## config.mk

```make
export PLATFORM = sky130hd
export DESIGN_NAME = recirculacion_param
export DESIGN_NICKNAME = d
export VERILOG_FILES = /design/src/rtl/recirculacion_param.sv
export SDC_FILE = /design/constraint.sdc
export NUM_CORES = 1
export LEC_CHECK = 0
export CAP_MARGIN = 20
export CORE_MARGIN = 2
export CORE_UTILIZATION = 35
export DETAILED_ROUTE_END_ITERATION = 7
export SYNTH_ARGS = -nofsm -noshare
export SYNTH_HDL_FRONTEND = slang
export SYNTH_SLANG_ARGS = --single-unit
```

## constraint.sdc

```tcl
create_clock -name clk -period 4.8 [get_ports clk]
set_input_delay 0.96 -clock clk [delete_from_list [all_inputs] [get_ports clk]]
set_output_delay 0.96 -clock clk [all_outputs]
set_load 0.01 [all_outputs]
```

## src/rtl/recirculacion_param.sv

```systemverilog
// rtl/recirculacion_param.sv - parametrised registered lane splitter between L1 and the probador
//
// Steers NUM_CH lanes of data/valid to L1 or back to the probador. The
// committed route (route_l1) follows IDL only on an all-lanes-idle cycle,
// so a burst is never split between destinations. While routed to L1, a
// cycle with L1_pause high sends that cycle's words to the probador instead.
// Two saturating counters track the valid words delivered on each path.
//
// Ports:
//   clk, reset      clock, asynchronous active-high reset
//   IDL             requested route (1 = L1, 0 = probador)
//   data_in         lane words, lane i at [i*DATA_W +: DATA_W]
//   valid_in        per-lane valid
//   L1_pause        L1 cannot accept this cycle
//   clr_cnt         synchronous clear of both counters
//   L1_data/valid   registered lane words to L1
//   probador_data/valid  registered lane words to the probador
//   route_l1        committed route, 1 = L1
//   l1_count        valid words delivered to L1 (saturating)
//   recirc_count    valid words delivered to the probador (saturating)

module recirculacion_param #(
    parameter int NUM_CH = 4,
    parameter int DATA_W = 8,
    parameter int CNT_W  = 16
) (
    input  logic                     clk,
    input  logic                     reset,
    input  logic                     IDL,
    input  logic [NUM_CH*DATA_W-1:0] data_in,
    input  logic [NUM_CH-1:0]        valid_in,
    input  logic                     L1_pause,
    input  logic                     clr_cnt,
    output logic [NUM_CH*DATA_W-1:0] L1_data,
    output logic [NUM_CH-1:0]        L1_valid,
    output logic [NUM_CH*DATA_W-1:0] probador_data,
    output logic [NUM_CH-1:0]        probador_valid,
    output logic                     route_l1,
    output logic [CNT_W-1:0]         l1_count,
    output logic [CNT_W-1:0]         recirc_count
);

    typedef enum logic {
        ST_RECIRC = 1'b0,
        ST_L1     = 1'b1
    } state_t;

    state_t state_q;
    state_t state_d;

    logic             lanes_idle;
    logic             sel_l1;
    logic [CNT_W:0]   pop;
    logic [CNT_W:0]   l1_sum;
    logic [CNT_W:0]   recirc_sum;

    localparam logic [CNT_W:0] CNT_MAX = {1'b0, {CNT_W{1'b1}}};

    assign lanes_idle = (valid_in == '0);

    // Steering uses the pre-edge state; pause only matters while in L1.
    assign sel_l1 = (state_q == ST_L1) && !L1_pause;

    always_comb begin
        state_d = state_q;
        // A pending request only commits at an all-idle cycle; if IDL reverts
        // before the gap the request simply disappears.
        if ((IDL != state_q) && lanes_idle) begin
            state_d = IDL ? ST_L1 : ST_RECIRC;
        end
    end

    always_comb begin
        pop = '0;
        for (int i = 0; i < NUM_CH; i++) begin
            pop = pop + {{CNT_W{1'b0}}, valid_in[i]};
        end
    end

    // One extra bit of headroom so the saturation compare sees any overflow.
    assign l1_sum     = {1'b0, l1_count} + pop;
    assign recirc_sum = {1'b0, recirc_count} + pop;

    always_ff @(posedge clk or posedge reset) begin
        if (reset) begin
            state_q <= ST_RECIRC;
        end else begin
            state_q <= state_d;
        end
    end

    assign route_l1 = (state_q == ST_L1);

    always_ff @(posedge clk or posedge reset) begin
        if (reset) begin
            L1_data        <= '0;
            L1_valid       <= '0;
            probador_data  <= '0;
            probador_valid <= '0;
        end else if (sel_l1) begin
            L1_data        <= data_in;
            L1_valid       <= valid_in;
            probador_data  <= '0;
            probador_valid <= '0;
        end else begin
            L1_data        <= '0;
            L1_valid       <= '0;
            probador_data  <= data_in;
            probador_valid <= valid_in;
        end
    end

    always_ff @(posedge clk or posedge reset) begin
        if (reset) begin
            l1_count     <= '0;
            recirc_count <= '0;
        end else if (clr_cnt) begin
            // Clear wins; this cycle's words are deliberately not counted.
            l1_count     <= '0;
            recirc_count <= '0;
        end else if (sel_l1) begin
            if (l1_sum > CNT_MAX) begin
                l1_count <= '1;
            end else begin
                l1_count <= l1_sum[CNT_W-1:0];
            end
        end else begin
            if (recirc_sum > CNT_MAX) begin
                recirc_count <= '1;
            end else begin
                recirc_count <= recirc_sum[CNT_W-1:0];
            end
        end
    end

endmodule
```

==> run_results.csv <==
group,metric,value,unit
run_status,status,"completed",
final_layout,drive_gt1_share,7.782,%
floorplanning,initial_core_util,36.01,%
power,p_leak,2.682,nW
synth,yosys_warnings,0,
clock_network,cts_made_buffers,9,
place,hpwl,7.503,mm
worst_setup_path,cp.arrival,4.27,ns
detailed_routing,drc,0,
clock_network,cts_max_path_buffers,2,
synth,syn_area_per_cell,11.98,sq um
hold_path,hp-class,"reg -> reg",
synth,synth_edf_count,0,
sta,finalMaxSlewViolations,0,
run,cap_violations,0,
synth,syn_nets,416,
clock_network,cts_setup_buffers,0,
sta,clock_skew,0.007442,ns
sta,worst_hold_slack,0.5587,ns
sta,worst_pin_slew,0.9049,ns
final_layout,design_area,6262,sq um
grt,grt_pass1_wl,17.08,mm
worst_setup_path,critPathBufInv,1,
clock_network,post_cts_resized,0,
final_layout,area_delta_synth_final,43.57,%
sta,hold_viol_final,0,
detailed_routing,vias,3304,
worst_setup_path,critPathKind,"in -> reg",
final_layout,most-common-layout-cells,"clkdlybuf4s50_1 (145), dfrtp_1 (105), and2_1 (70)",
place,dp.cells,666,
floorplanning,die_w,115.6,microns
worst_setup_path,max_stage_delay,0.53,ns
detailed_routing,drt-vias-per-instance,4.845,
place,numPortBuffers,145,
sta,slew_headroom,39.67,%
detailed_routing,ant_nets,0,
worst_setup_path,critPathSlowestCell,"clkdlybuf4s50_1",
synth,yosysSeqAreaShare,60.24,%
synth,synthCells,364,
grt,grt.overflow.total,0,
grt,antenna_found_initial,0,
synth,ys.flop_type,"dfrtp_1",
grt,track_usage,16.15,%
sta,max_freq,247.5,MHz
floorplanning,die_h,115.6,microns
power,total_power,2.133,mW
detailed_routing,dr.first_iter.drc_count,185,
detailed_routing,wl,10.63,mm
power,p_per_area,340.7,nW/um^2
detailed_routing,first_pass_iters,4,
worst_setup_path,worstPathCellList,"clkdlybuf4s50_1 -> fa_1 -> ha_1 -> ha_1 -> fa_1 -> nor2b_1 -> o21ai_0 -> nor2_1 -> and4_1 -> nor3_1",
floorplanning,io_pins,146,
clock_network,hold_buffers,0,
synth,async_reset_ff_share,100.0,%
synth,ys_types,54,
clock_network,cts_max_level,3,
worst_setup_path,start_kind,"input port",
worst_setup_path,critPathMaxFanout,6,
clock_network,cts-root-buf,"clkbuf_16",
floorplanning,dieArea,13370,sq um
grt,grt_max_degree,75,
sta,fin_setup_tns,0,ns
clock_network,insertion_delay,0.34,ns
worst_setup_path,worstPathRequired,5.03,ns
clock_network,clkSinkCount,105,
place,gp_congestion,0.7954,
sta,min_period,4.041,ns
synth,synth-seq-cells,105,
grt,grt_pass1_vias,3332,
final_layout,finalNonFillerCells,682,
floorplanning,placementRows,40,
final_layout,antenna_cells,0,
final_layout,final_common_cell,"clkdlybuf4s50_1",
clock_network,cts_tree,"built",
worst_setup_path,critPathCaptureType,"register",
sta,rsz0062_at_grt,"false",
synth,post_synth_instance_area,4362,sq um
place,placed_cell_area,5966,sq um
worst_setup_path,cpLargestDelayFamily,"adder cells",
sta,setup_viol,0,
clock_network,clk_pin_slew,0.07,ns
floorplanning,core_area,12110,sq um
detailed_routing,routedWlPerCell,15.58,microns
sta,period_share,84.19,%
power,vdd_drop_max,0.2214,mV
final_layout,finalNetCount,561,
==> worst reg2reg max path, delay by kind of cell, from the launching register on <==
kind	cells	cell delay [ns]
and+or+nand+nor	4	0.87
adders and majority gates	2	0.71
DFF	1	0.42
AOI/OAI and AO/OA	1	0.41
==> final cells by class <==
class                           count  area, sq um
Timing Repair Buffer              150         1489
Fill cell                        1081         5849
Tap cell                          168        210.2
Clock buffer                       10        239.0
Clock inverter                      6        57.56
Sequential cell                   105         2628
Inverter                            5        21.27
Multi-Input combinational cell    238         1618
==> kinds of logic (layout without fill, tap and decap cells) <==
kind of cell,Yosys count,count (layout),synth area share [%]
fa+ha+maj,11,11,3.672
flops,105,105,60.24
simple gates,165,165,22.60
compound gates,54,54,8.979
xor+xnor,4,4,0.8034
mux,4,4,0.9753
buf+inv,21,171,2.725
==> through the flow <==
step / setup slack [ns] / util [%]
floorplan: 1.079 / -
global placement: 0.5763 / 49.26
detailed placement: 0.4825 / 49.26
CTS: 0.8383 / 51.70
global route: 0.4840 / 51.70
finish: 0.7588 / 51.70
==> registers in the layout, summed over array words and instances, names as in the netlist <==
signal          cells
probador_valid      4
probador_data      32
L1_data            32
route_l1            1
recirc_count       16
l1_count           16
L1_valid            4
==> cells in the mapped netlist (all sizes together) (3+ instances only) <==
library cell,count,area (sq um)
a21oi,22,110.1
nand2,10,37.54
a211oi,3,22.52
ha,8,100.1
nor3,20,105.1
o21bai,3,22.52
dfrtp,105,2628
a31oi,5,31.28
nor2,22,82.58
a311oi,6,52.55
nand2b,3,18.77
and4,6,52.55
inv,5,18.77
fa,3,60.06
and2,71,445.4
nand3,6,30.03
clkbuf,12,65.07
nand4,7,43.79
o21ai,3,15.01
xnor2,3,26.28
nor2b,3,18.77
buf,3,23.77
and3,5,35.03
==> routing by layer <==
| metal | up-vias | track usage, % | routed length [microns] |
|---|---|---|---|
| met3 | 11 | 2.615 | 591 |
| met5 | - | 0 | 0 |
| li1 | 1555 | - | - |
| met1 | 1620 | 22.12 | 4934 |
| met2 | 118 | 26.39 | 4972 |
| met4 | 0 | 5.238 | 127 |
==> path summary, 6_finish.rpt <==
check                                 from         endpoint  slack, ns  cells past startpoint
setup / recovery               valid_in[3]  recirc_count[8]       0.76                     10
hold / removal                 l1_count[6]      l1_count[6]       0.56                      1
setup reg to reg           recirc_count[0]  recirc_count[8]       2.27                      7
hold reg to reg                l1_count[6]      l1_count[6]       0.56                      1
max in group asynchronous            reset      l1_count[0]       2.81                      3
min in group asynchronous            reset       L1_data[5]       1.19                      2
==> where the power goes <==
part	leakage (nW)	internal, mW	switching (mW)
sequential	1.38	0.951	0.0382
clock	0.147	0.379	0.345
combinational	1.16	0.224	0.197
total	2.68	1.55	0.579
No activity file was read; power rests on OpenSTA's default activity.
